[src/rtl/riscv_pkg.sv]
// Shared RV32I definitions for the instruction encoder: opcodes, instruction
// formats and encoder FSM states.
package riscv_pkg;

  localparam logic [6:0] OP_RTYPE  = 7'b0110011;
  localparam logic [6:0] OP_ITYPE  = 7'b0010011;
  localparam logic [6:0] OP_LOAD   = 7'b0000011;
  localparam logic [6:0] OP_STORE  = 7'b0100011;
  localparam logic [6:0] OP_BRANCH = 7'b1100011;
  localparam logic [6:0] OP_JAL    = 7'b1101111;

  // I/S/B/J match the decoder's ImmSrc codes; R has no immediate so it sits above them.
  typedef enum logic [2:0] {
    FMT_I = 3'b000,
    FMT_S = 3'b001,
    FMT_B = 3'b010,
    FMT_J = 3'b011,
    FMT_R = 3'b100
  } fmt_e;

  typedef enum logic {
    ENC_LOAD = 1'b0,
    ENC_FULL = 1'b1
  } enc_state_e;

  function automatic logic op_legal(logic [6:0] op);
    logic ok;
    ok = (op == OP_RTYPE) || (op == OP_ITYPE) || (op == OP_LOAD) ||
         (op == OP_STORE) || (op == OP_BRANCH) || (op == OP_JAL);
    return ok;
  endfunction

  function automatic fmt_e op_fmt(logic [6:0] op);
    fmt_e fmt;
    case (op)
      OP_RTYPE:  fmt = FMT_R;
      OP_STORE:  fmt = FMT_S;
      OP_BRANCH: fmt = FMT_B;
      OP_JAL:    fmt = FMT_J;
      default:   fmt = FMT_I;
    endcase
    return fmt;
  endfunction

endpackage

[src/rtl/instr_encoder_if.sv]
// Decoded-field bundle handshake between a producer and the instruction encoder.
interface instr_encoder_if;
  logic        in_valid;
  logic        in_ready;
  logic [6:0]  op;
  logic [2:0]  funct3;
  logic [6:0]  funct7;
  logic [4:0]  rd;
  logic [4:0]  rs1;
  logic [4:0]  rs2;
  logic [31:0] imm;

  modport master (
    output in_valid, op, funct3, funct7, rd, rs1, rs2, imm,
    input  in_ready
  );

  modport slave (
    input  in_valid, op, funct3, funct7, rd, rs1, rs2, imm,
    output in_ready
  );
endinterface

[src/rtl/instr_packer.sv]
// Combinational packing of decoded RV32I fields into a 32-bit instruction word.
module instr_packer
  import riscv_pkg::*;
(
  input  logic [6:0]  op,
  input  logic [2:0]  funct3,
  input  logic [6:0]  funct7,
  input  logic [4:0]  rd,
  input  logic [4:0]  rs1,
  input  logic [4:0]  rs2,
  input  logic [31:0] imm,
  output logic [31:0] word,
  output logic        legal
);

  fmt_e fmt;
  logic is_shift;

  // Immediates never reach past bit 20, so the top bits are don't-care.
  logic unused_imm;
  assign unused_imm = ^imm[31:21];

  assign fmt      = op_fmt(op);
  assign is_shift = (op == OP_ITYPE) && ((funct3 == 3'b001) || (funct3 == 3'b101));

  always_comb begin
    word  = '0;
    legal = op_legal(op);
    case (fmt)
      FMT_R: word = {funct7, rs2, rs1, funct3, rd, op};
      FMT_I: begin
        if (is_shift) word = {funct7, imm[4:0], rs1, funct3, rd, op};
        else          word = {imm[11:0], rs1, funct3, rd, op};
      end
      FMT_S: word = {imm[11:5], rs2, rs1, funct3, imm[4:0], op};
      FMT_B: word = {imm[12], imm[10:5], rs2, rs1, funct3, imm[4:1], imm[11], op};
      FMT_J: word = {imm[20], imm[10:1], imm[11], imm[19:12], rd, op};
      default: word = '0;
    endcase
  end

endmodule

[src/rtl/instr_encoder.sv]
// Sequential RV32I encoder: accepts decoded field bundles and writes packed words
// to consecutive instruction-memory addresses with one cycle of latency.
module instr_encoder
  import riscv_pkg::*;
#(
  parameter int unsigned DEPTH     = 64,
  parameter logic [31:0] BASE_ADDR = 32'h0000_0000
) (
  input  logic                   clk,
  input  logic                   rst,
  input  logic                   clear,
  instr_encoder_if.slave         bus,
  output logic                   mem_we,
  output logic [31:0]            mem_addr,
  output logic [31:0]            mem_wdata,
  output logic [$clog2(DEPTH):0] count,
  output logic                   full,
  output logic                   err
);

  localparam int unsigned   CW   = $clog2(DEPTH) + 1;
  localparam logic [CW-1:0] LAST = CW'(DEPTH - 1);

  enc_state_e    state_q, state_d;
  // Only legal bundles advance count, so it doubles as the write pointer.
  logic [CW-1:0] count_q, count_d;
  logic          mem_we_q;
  logic [31:0]   mem_addr_q;
  logic [31:0]   mem_wdata_q;
  logic          err_q;

  logic          accept;
  logic          legal;
  logic [31:0]   word;

  instr_packer u_packer (
    .op     (bus.op),
    .funct3 (bus.funct3),
    .funct7 (bus.funct7),
    .rd     (bus.rd),
    .rs1    (bus.rs1),
    .rs2    (bus.rs2),
    .imm    (bus.imm),
    .word   (word),
    .legal  (legal)
  );

  assign full         = (state_q == ENC_FULL);
  assign bus.in_ready = !full && !clear;
  assign accept       = bus.in_valid && bus.in_ready;

  always_comb begin
    state_d = state_q;
    count_d = count_q;
    case (state_q)
      ENC_LOAD: begin
        if (clear) begin
          count_d = '0;
        end else if (accept && legal) begin
          count_d = count_q + 1'b1;
          if (count_q == LAST) state_d = ENC_FULL;
        end
      end
      ENC_FULL: begin
        if (clear) begin
          state_d = ENC_LOAD;
          count_d = '0;
        end
      end
      default: state_d = ENC_LOAD;
    endcase
  end

  always_ff @(posedge clk or negedge rst) begin
    if (!rst) begin
      state_q     <= ENC_LOAD;
      count_q     <= '0;
      mem_we_q    <= 1'b0;
      mem_addr_q  <= BASE_ADDR;
      mem_wdata_q <= '0;
      err_q       <= 1'b0;
    end else begin
      state_q  <= state_d;
      count_q  <= count_d;
      mem_we_q <= accept && legal;
      err_q    <= accept && !legal;
      if (accept && legal) begin
        mem_addr_q  <= BASE_ADDR + (32'(count_q) << 2);
        mem_wdata_q <= word;
      end
    end
  end

  assign mem_we    = mem_we_q;
  assign mem_addr  = mem_addr_q;
  assign mem_wdata = mem_wdata_q;
  assign count     = count_q;
  assign err       = err_q;

endmodule
[src/flat_wrapper.sv]
// flat-port wrapper written by rule: the top's interface ports become plain ports
module instr_encoder_flat import riscv_pkg::*;
#(
  parameter int unsigned DEPTH     = 64,
  parameter logic [31:0] BASE_ADDR = 32'h0000_0000
)
  (clk, rst, clear, mem_we, mem_addr, mem_wdata, count, full, err, bus_in_valid, bus_op, bus_funct3, bus_funct7, bus_rd, bus_rs1, bus_rs2, bus_imm, bus_in_ready);
  instr_encoder_if bus_i ();
  input  logic clk;
  input  logic rst;
  input  logic clear;
  output logic mem_we;
  output logic [31:0] mem_addr;
  output logic [31:0] mem_wdata;
  output logic [$clog2(DEPTH):0] count;
  output logic full;
  output logic err;
  input wire logic [$bits(bus_i.in_valid)-1:0] bus_in_valid;
  input wire logic [$bits(bus_i.op)-1:0] bus_op;
  input wire logic [$bits(bus_i.funct3)-1:0] bus_funct3;
  input wire logic [$bits(bus_i.funct7)-1:0] bus_funct7;
  input wire logic [$bits(bus_i.rd)-1:0] bus_rd;
  input wire logic [$bits(bus_i.rs1)-1:0] bus_rs1;
  input wire logic [$bits(bus_i.rs2)-1:0] bus_rs2;
  input wire logic [$bits(bus_i.imm)-1:0] bus_imm;
  output wire logic [$bits(bus_i.in_ready)-1:0] bus_in_ready;
  assign bus_i.in_valid = bus_in_valid;
  assign bus_i.op = bus_op;
  assign bus_i.funct3 = bus_funct3;
  assign bus_i.funct7 = bus_funct7;
  assign bus_i.rd = bus_rd;
  assign bus_i.rs1 = bus_rs1;
  assign bus_i.rs2 = bus_rs2;
  assign bus_i.imm = bus_imm;
  assign bus_in_ready = bus_i.in_ready;
  instr_encoder #(.DEPTH(DEPTH), .BASE_ADDR(BASE_ADDR)) u_core (.clk(clk), .rst(rst), .clear(clear), .bus(bus_i), .mem_we(mem_we), .mem_addr(mem_addr), .mem_wdata(mem_wdata), .count(count), .full(full), .err(err));
endmodule
[config.mk]
export PLATFORM = sky130hd
export DESIGN_NAME = instr_encoder_flat
export DESIGN_NICKNAME = d
export VERILOG_FILES = /design/src/rtl/riscv_pkg.sv /design/src/rtl/instr_encoder_if.sv /design/src/rtl/instr_packer.sv /design/src/rtl/instr_encoder.sv /design/src/flat_wrapper.sv
export SDC_FILE = /design/constraint.sdc
export NUM_CORES = 1
export LEC_CHECK = 0
export BUFFER_PORTS_ARGS = -buffer_cell sky130_fd_sc_hd__buf_2
export CORE_MARGIN = 1.5
export CORE_UTILIZATION = 45
export CTS_CLUSTER_DIAMETER = 40
export DETAILED_ROUTE_END_ITERATION = 16
export PLACE_DENSITY = 0.81
export RECOVER_POWER = 50
export SLEW_MARGIN = 20
export SYNTH_ARGS = -nofsm -noshare
export SYNTH_HDL_FRONTEND = slang
export SYNTH_SLANG_ARGS = --single-unit
[constraint.sdc]
create_clock -name clk -period 2.11 [get_ports clk]
set_input_delay 0.3165 -clock clk [delete_from_list [all_inputs] [get_ports clk]]
set_output_delay 0.3165 -clock clk [all_outputs]
set_load 0.01 [all_outputs]
==> impl_metrics.ini, run 1 <==
[cts]
cts_max_level = 2
cts_tree = built
cts.sinks = 49
cts_resized = 0
root_buffer = clkbuf_8
insertion_delay_ns = 0.30
clk_path_buf_depth = 2
clk_pin_slew_ns = 0.09
numCtsBuffers = 5

[drt]
vias_per_cell = 4.97
vias = 2041
drtPass1Iterations = 4
wl_mm = 5.59
wire_per_inst_um = 13.6
postRouteAntennaNets = 0
drt-initial-drc-count = 60
drc = 0

[floorplanning]
num_rows = 27
die_w_um = 78.9
core_area_sq_um = 5540
die_h_um = 78.9
dieArea_sq_um = 6230
initial_core_util = 0.468
io_pins = 143

[setup_path]
worst_r2r_startpoint = u_core.full$_DFF_PN0_
path_max_fanout = 8
r2r-end = u_core.mem_wdata[25]$_DFFE_PN0P_
setup.worst_path.end_class = flop
rrSetupSlack_ns = 0.47
crit_path_frequent_cell = mux2_2
cp.arrival_ns = 1.91
slowest_delay_ns = 0.42
crit_path_cell_trace = buf_2 -> and4bb_2 -> o2111ai_1 -> mux2_2 -> mux2_2
critPathLaunchType = input port
cp.required_ns = 2.30
reg2regPathDepth = 5
cp_slowest_cell = mux2_2
worstSetupPathType = input port to flop

[finish]
insertedDiodeCount = 0
area_growth_pct = 22.8
nFillCells = 507
final_cells = 411
drive_above_1_share = 0.437
num-nets-final = 407

[timing]
tns_ns = 0
tightest_slew_ns = 0.832
period_share = 0.814
setup_viol = 0
hold_violations = 0
rsz0062_at_grt = false
layout_min_cycle_time_ns = 1.72
fmax_mhz = 582
skew_ns = 0.00381
maxSlewViolCount = 0
max_slew_margin = 0.445

[flow_run]
drv_cap = 0

[outcome]
outcome = finished, final reports clean

[place]
placed_cells = 402
hpwl_mm = 4.34
gp_congestion = 0.789
numPortBuffers = 106

[power_and_ir_drop]
p_leak_uw = 0.00166
p_per_area_nw_per_um2 = 694
vdd_drop_max_uv = 475

[hold_path]
hold_path_class = input port to flop
hold_depth = 2
min_from = bus_op[6]
hold_path_end = u_core.mem_wdata[6]$_DFFE_PN0P_

[logic_synthesis]
synth-main-ff-cell = dfrtp_1
syn-cell-area_sq_um = 2590
yosys_warnings = 0
synth_edf_count = 0
syn_inst = 226
syn_avg_cell_area_sq_um = 11.5
async_flop_share = 1.00
ys_seq_area_frac = 0.473
synth_area_leaders = dfrtp_1 (47%), mux2_2 (19%), buf_4 (7.8%), a21oi_1 (4.8%), mux2i_1 (3.9%)
synth.largest_area_cell = dfrtp_1
ys_types = 35
ys_ff_latch = 49
netlist_top_cells_count = dfrtp_1 (49), mux2_2 (43), buf_4 (27), a21oi_1 (25), mux2i_1 (10)
yosysMostFrequentCell = dfrtp_1
synth_top_area_share = 0.473

[global_routing]
grt_pass1_wl_mm = 9.01
grt_antenna_before_repair = 0
overflow = 0
grt_use_total = 0.184
grt_max_degree = 20
grt_pass1_vias = 1987
==> power by group <==
part / switching, uW / leakage, uW / internal, uW
clock: 311 / 0.0000439 / 229
sequential: 75.9 / 0.000638 / 1080
combinational: 279 / 0.000976 / 235
==> sequential cells by signal, indices dropped and copies added, names as in the netlist <==
| register | flops |
|---|---|
| u_core.count | 7 |
| u_core.err | 1 |
| u_core.full | 1 |
| u_core.mem_addr | 7 |
| u_core.mem_wdata | 32 |
| u_core.mem_we | 1 |
==> how the worst max path moves through the flow <==
stage / cells after the start / from / to / slack (ns)
floorplan: 7 / bus_op[3] / u_core.mem_wdata[12]$_DFFE_PN0P_ / 0.20
global placement: 5 / bus_op[3] / u_core.mem_wdata[27]$_DFFE_PN0P_ / 0.09
detailed placement: 5 / bus_op[3] / u_core.mem_wdata[25]$_DFFE_PN0P_ / 0.04
CTS: 5 / bus_op[3] / u_core.mem_wdata[28]$_DFFE_PN0P_ / 0.37
global route: 3 / rst / u_core.full$_DFF_PN0_ / 0.24
finish: 5 / bus_op[3] / u_core.mem_wdata[28]$_DFFE_PN0P_ / 0.39
==> critical path, delay by kind of cell <==
kind / cells / cell delay [ns]
mux: 2 / 0.69
buf+inv: 1 / 0.15
simple gates: 1 / 0.34
compound gates: 1 / 0.40
==> cells in the final DEF (no fill, tap or decap) <==
cell type      Yosys  layout
a21oi_1           25      25
a221o_1            1       1
a221oi_4           1       1
a31oi_1            4       4
and4b_1            1       1
and4bb_2           1       1
buf_2              2      80
buf_4             27       8
clkbuf_1           5      26
clkbuf_2           0       2
clkbuf_8           0       5
clkinv_2           0       2
clkinvlp_4         0       1
conb_1             1      25
dfrtp_1           49      49
dlygate4sd3_1      0       1
ha_1               1       1
inv_1              5       5
inv_2              1       1
mux2_2            43      43
mux2i_1           10      10
nand2_1            4       4
nand2_2            1       1
nand2b_1           5       5
nand3_1            9       9
nand4_1            1       1
nand4_2            1       1
nor2_1             5       5
nor2b_1            3       3
nor3_1             2       2
nor4_1             2       2
o2111ai_1          1       1
o21ai_0            3       3
o31ai_1            3       3
o41a_2             1       1
or2_4              1       1
or3_1              1       1
or4_1              3       3
xnor2_1            1       1
==> cell type report <==
class	count	area [sq um]	area share
flip-flops and latches	49	1230	0.385
multi-input cells	159	1180	0.371
repair buffers	117	578	0.182
well taps	72	90.1	0.0283
clock buffers	5	68.8	0.0216
inverters	6	22.5	0.00707
clock inverters	3	17.5	0.00550
==> kinds of logic after synthesis <==
group / share of synthesized area
AND/OR/NAND/NOR: 0.0912
XOR/XNOR: 0.00338
adder cells (fa/ha/maj): 0.00482
multiplexers: 0.225
buffers and inverters: 0.107
flip-flops: 0.473
AO/OA/AOI/OAI: 0.0945
other: 0.00145
==> metrics by stage <==
stage,hold slack [ns],setup WS [ns],cell area (sq um),utilization,total power (uW)
2_1_floorplan,0.0209,0.198,2680,-,1480
3_3_place_gp,0.239,0.0861,3130,0.564,1690
3_5_place_dp,0.243,0.0433,3130,0.564,1710
4_1_cts,0.278,0.373,3220,0.582,2260
5_1_grt,0.290,0.242,3180,0.575,2340
6_report,0.288,0.392,3180,0.575,2210
==> what timing repair did <==
item | CTS | global route
hold buffers | 1 | 0
endpoints found under the hold margin | 13 | 0
setup buffers | 0 | 0
==> per-layer routing <==
metal | global-route usage | vias to the layer above | part of all wire
li1 | - | 983 | -
met1 | 0.220 | 963 | 0.41
met2 | 0.322 | 88 | 0.50
met3 | 0.0552 | 7 | 0.081
met4 | 0.0526 | 0 | 0.011
met5 | 0 | - | 0
No activity file was read; power rests on OpenSTA's default activity.
==> run 2, diff against run 1 <==
--- a/config.mk
+++ b/config.mk
@@ -5,12 +5,13 @@
 export SDC_FILE = /design/constraint.sdc
 export NUM_CORES = 1
 export LEC_CHECK = 0
+export ABC_AREA = 1
 export BUFFER_PORTS_ARGS = -buffer_cell sky130_fd_sc_hd__buf_2
 export CORE_MARGIN = 1.5
 export CORE_UTILIZATION = 45
 export CTS_CLUSTER_DIAMETER = 40
 export DETAILED_ROUTE_END_ITERATION = 16
-export PLACE_DENSITY = 0.81
+export PLACE_DENSITY = 0.8
 export RECOVER_POWER = 50
 export SLEW_MARGIN = 20
 export SYNTH_ARGS = -nofsm -noshare
==> constraint.sdc (replaced) <==
create_clock -name clk -period 1.6 [get_ports clk]
set_input_delay 0.24 -clock clk [delete_from_list [all_inputs] [get_ports clk]]
set_output_delay 0.24 -clock clk [all_outputs]
set_load 0.01 [all_outputs]
==> impl_metrics.ini, run 2 <==
[logic_synthesis]
ys_seq_area_frac = 0.450
netlist_top_cells_count = nand2_1 (115), dfrtp_1 (49), buf_4 (27), nand3_1 (23), inv_1 (18)
synth-main-ff-cell = dfrtp_1
synth.largest_area_cell = dfrtp_1
yosysMostFrequentCell = nand2_1
yosys_warnings = 0
syn_inst = 340
ys_ff_latch = 49
async_flop_share = 1.00
synth_top_area_share = 0.450
ys_types = 29
synth_edf_count = 0
synth_area_leaders = dfrtp_1 (45%), nand2_1 (16%), buf_4 (7.4%), nand3_1 (4.2%), a21o_1 (3.9%)
syn-cell-area_sq_um = 2730
syn_avg_cell_area_sq_um = 8.02

[cts]
clk_pin_slew_ns = 0.08
clk_path_buf_depth = 2
insertion_delay_ns = 0.29
root_buffer = clkbuf_8
cts_setup_buffers = 0
cts_max_level = 2
cts_tree = built
numCtsBuffers = 5
cts.sinks = 49

[drt]
wl_mm = 6.53
postRouteAntennaNets = 0
drtPass1Iterations = 5
drc = 0
wire_per_inst_um = 12.4
drt-initial-drc-count = 165
vias_per_cell = 4.83
vias = 2546

[global_routing]
grt_pass1_wl_mm = 10.4
overflow = 0
grt_use_total = 0.202
grt_pass1_vias = 2320
grt_max_degree = 50
grt_antenna_before_repair = 0

[timing]
skew_ns = 0.00314
hold_violations = 0
maxSlewViolCount = 0
setup_viol = 0
max_slew_margin = 0.551
layout_min_cycle_time_ns = 1.42
tightest_slew_ns = 0.673
fmax_mhz = 706
rsz0062_at_grt = false
period_share = 0.885
worst_slack_ns = 0.184

[finish]
final_cell_mix = nand2_1 (115), buf_2 (82), dfrtp_1 (49)
insertedDiodeCount = 0
drive_above_1_share = 0.270
largest_register_ffs = 32
area_growth_pct = 22.6
num-nets-final = 522
final_cells = 527
final_common_cell = nand2_1
nFillCells = 568

[power_and_ir_drop]
p_leak_uw = 0.00199
vdd_drop_max_uv = 422
p_per_area_nw_per_um2 = 849

[setup_path]
reg2regPathDepth = 8
path_max_fanout = 23
critPathLaunchType = flop
cp.arrival_ns = 1.64
rrSetupSlack_ns = 0.18
cp.required_ns = 1.83
r2r-end = u_core.full$_DFF_PN0_
worstSetupPathType = flop to flop
setup.worst_path.end_class = flop
worst_r2r_startpoint = u_core.full$_DFF_PN0_

[outcome]
outcome = finished, final reports clean

[floorplanning]
dieArea_sq_um = 6540
die_h_um = 80.9
core_area_sq_um = 5890
num_rows = 28
initial_core_util = 0.463
die_w_um = 80.9
io_pins = 143

[place]
numPortBuffers = 106
gp_congestion = 0.835
pre_cts_ws_ns = -0.0751
hpwl_mm = 5.04
placed_cells = 520

[hold_path]
min_from = clear
hold_path_class = input port to flop
hold_path_end = u_core.full$_DFF_PN0_
hold_depth = 2

[flow_run]
drv_cap = 0
-- run 2: area by class of cell --
class	instances	area, sq um	share of cell area
flip-flops and latches	49	1230	0.367
well taps	75	93.8	0.0281
multi-input cells	257	1250	0.375
clock inverters	1	5.00	0.00150
repair buffers	116	603	0.180
inverters	24	92.6	0.0277
clock buffers	5	68.8	0.0206
-- run 2: worst max-delay path by stage --
stage | from | end | cells after the start
6_report | u_core.full$_DFF_PN0_ | u_core.full$_DFF_PN0_ | 8
5_1_grt | u_core.full$_DFF_PN0_ | u_core.full$_DFF_PN0_ | 8
4_1_cts | u_core.full$_DFF_PN0_ | u_core.count[2]$_DFFE_PN0P_ | 7
3_5_place_dp | bus_op[4] | u_core.count[2]$_DFFE_PN0P_ | 10
3_3_place_gp | bus_op[4] | u_core.count[2]$_DFFE_PN0P_ | 10
2_1_floorplan | u_core.full$_DFF_PN0_ | u_core.full$_DFF_PN0_ | 8
-- run 2: worst max-delay path: stages, from the launching register on --
cell	delay (ns)
dfrtp_1	0.42
nor2_2	0.13
nand2_1	0.09
inv_1	0.10
nand2_4	0.13
buf_12	0.19
nor2_4	0.09
nand2_1	0.08
a21oi_2	0.12
-- run 2: repair_timing --
action                                  CTS  global route
hold buffers                              1             0
endpoints found under the hold margin    49             0
endpoints found under the setup margin    0            14
gates resized for setup                   0             3
-- run 2: per-stage QoR --
step | area (sq um) | power [uW] | setup TNS [ns] | utilization | hold WS (ns)
4_1_cts | 3380 | 2900 | 0 | 0.574 | 0.155
5_1_grt | 3340 | 3000 | 0 | 0.568 | 0.178
3_3_place_gp | 3300 | 2200 | 0 | 0.560 | 0.246
2_1_floorplan | 2820 | 1910 | 0 | - | -0.0556
6_report | 3340 | 2840 | 0 | 0.568 | 0.181
3_5_place_dp | 3300 | 2230 | -0.0886 | 0.560 | 0.252
-- run 2: power by group --
part / switching, uW / internal, uW
clock: 378 / 288
combinational: 384 / 279
sequential: 97.1 / 1410
total: 859 / 1980
-- run 2: cells by family after synthesis --
family	count (synthesis)	synth area share
simple gates	177	0.296
buf+inv	58	0.125
compound gates	51	0.114
flops	49	0.450
xor+xnor	3	0.00963
fa+ha+maj	1	0.00459
other cells	1	0.00137
-- run 2: metal layers --
| layer | global-route usage | up-vias | routed length [um] |
|---|---|---|---|
| li1 | - | 1264 | - |
| met1 | 0.248 | 1181 | 2800 |
| met2 | 0.368 | 94 | 3300 |
| met3 | 0.0326 | 7 | 366 |
| met4 | 0.0483 | 0 | 65 |
| met5 | 0 | - | 0 |
==> run 3, diff against run 2 <==
--- a/config.mk
+++ b/config.mk
@@ -6,7 +6,7 @@
 export NUM_CORES = 1
 export LEC_CHECK = 0
 export ABC_AREA = 1
-export BUFFER_PORTS_ARGS = -buffer_cell sky130_fd_sc_hd__buf_2
+export BUFFER_PORTS_ARGS = -buffer_cell sky130_fd_sc_hd__buf_4
 export CORE_MARGIN = 1.5
 export CORE_UTILIZATION = 45
 export CTS_CLUSTER_DIAMETER = 40
==> impl_metrics.ini, run 3 (same netlist as run 2, synthesis figures left out) <==
[timing]
fmax_mhz = 688
layout_min_cycle_time_ns = 1.45
tns_ns = 0
worst_slack_ns = 0.147
max_slew_margin = 0.556
tightest_slew_ns = 0.666
period_share = 0.908
skew_ns = 0.00631
maxSlewViolCount = 0
hold_violations = 0
setup_viol = 0
whs_ns = 0.142
rsz0062_at_grt = false

[floorplanning]
core_area_sq_um = 5890
initial_core_util = 0.463
dieArea_sq_um = 6540
io_pins = 143
die_h_um = 80.9
num_rows = 28
die_w_um = 80.9

[cts]
numCtsBuffers = 5
root_buffer = clkbuf_8
cts_setup_buffers = 0
cts_tree = built
insertion_delay_ns = 0.29
cts_max_level = 2
clk_pin_slew_ns = 0.08
cts.sinks = 49
clk_path_buf_depth = 2

[global_routing]
grt_pass1_vias = 2266
grt_pass1_wl_mm = 10.4
grt_max_degree = 50
grt_antenna_before_repair = 0
overflow = 0
grt_use_total = 0.205

[finish]
insertedDiodeCount = 0
final_cells = 529
area_growth_pct = 30.4
num-nets-final = 523
nFillCells = 593
final_cell_mix = nand2_1 (115), buf_4 (90), dfrtp_1 (49)
drive_above_1_share = 0.271
final_common_cell = nand2_1
largest_register_ffs = 32

[place]
placed_cells = 521
pre_cts_ws_ns = -0.0361
hpwl_mm = 5.19
gp_congestion = 0.855
numPortBuffers = 106

[setup_path]
worstSetupPathType = flop to flop
path_max_fanout = 12
critPathLaunchType = flop
cp.required_ns = 1.83
cp.arrival_ns = 1.68
setup.worst_path.end_class = flop

[power_and_ir_drop]
total_power_uw = 2970
vdd_drop_max_uv = 427
p_leak_uw = 0.00204
p_per_area_nw_per_um2 = 835

[hold_path]
hold_path_class = input port to flop

[drt]
drc = 0
drtPass1Iterations = 4
vias = 2549
wire_per_inst_um = 12.8
postRouteAntennaNets = 0
wl_mm = 6.77
drt-initial-drc-count = 143
vias_per_cell = 4.82

[flow_run]
drv_cap = 0

[outcome]
outcome = finished, final reports clean
run 3: cell types whose count changed in the layout (fill, tap and decap cells not counted):
cell      previous run  this run
buf_4                6        90
buf_2               82         0
buf_12               2         1
clkbuf_1            24        25
clkbuf_8             5         6
clkinv_2             1         0
run 3: worst max-delay path, cell delays in order (launching register included):
cell and delay, ns:
dfrtp_1 0.43, nor2_2 0.14, nand2_1 0.09, inv_1 0.10, nand2_4 0.13, buf_4 0.20
nor2_4 0.09, nand2_1 0.08, a21oi_2 0.13
run 3: repair_timing:
item                                    in CTS  in global routing
gates resized for setup                      0                  3
endpoints found under the setup margin       0                 11
endpoints found under the hold margin       49                  0
hold buffers                                 1                  0
run 3: cell type report:
| cell class | count | area (sq um) | area share |
|---|---|---|---|
| clock buffer | 7 | 86.3 | 0.0243 |
| inverter | 24 | 92.6 | 0.0260 |
| multi-input combinational | 257 | 1250 | 0.353 |
| sequential | 49 | 1230 | 0.345 |
| tap | 75 | 93.8 | 0.0264 |
| timing repair buffer | 117 | 803 | 0.226 |
run 3: power breakdown:
group / total [uW] / switching [uW] / internal [uW]
combinational: 723 / 372 / 351
sequential: 1520 / 111 / 1410
clock: 722 / 378 / 344
run 3: per-layer routing:
metal,vias up,global-route usage,wire [um]
li1,1260,-,-
met1,1199,0.269,2940
met2,86,0.351,3430
met3,4,0.0371,346
met4,0,0.0483,53
met5,-,0,0
run 3: metrics by stage:
step,area [sq um],util
CTS,3640,0.619
global route,3560,0.604
floorplan,2820,-
finish,3560,0.604
detailed placement,3540,0.602
global placement,3540,0.602
run 3: final timing paths:
kind / start / end / slack [ns] / cells after the start
max: u_core.full$_DFF_PN0_ / u_core.full$_DFF_PN0_ / 0.15 / 8
min: clear / u_core.full$_DFF_PN0_ / 0.14 / 2
min reg2reg: u_core.mem_wdata[1]$_DFFE_PN0P_ / u_core.mem_wdata[1]$_DFFE_PN0P_ / 0.46 / 1
max in group asynchronous: rst / u_core.count[1]$_DFFE_PN0P_ / 0.62 / 2
max reg2reg: u_core.full$_DFF_PN0_ / u_core.full$_DFF_PN0_ / 0.15 / 8
min in group asynchronous: rst / u_core.count[5]$_DFFE_PN0P_ / 0.53 / 2
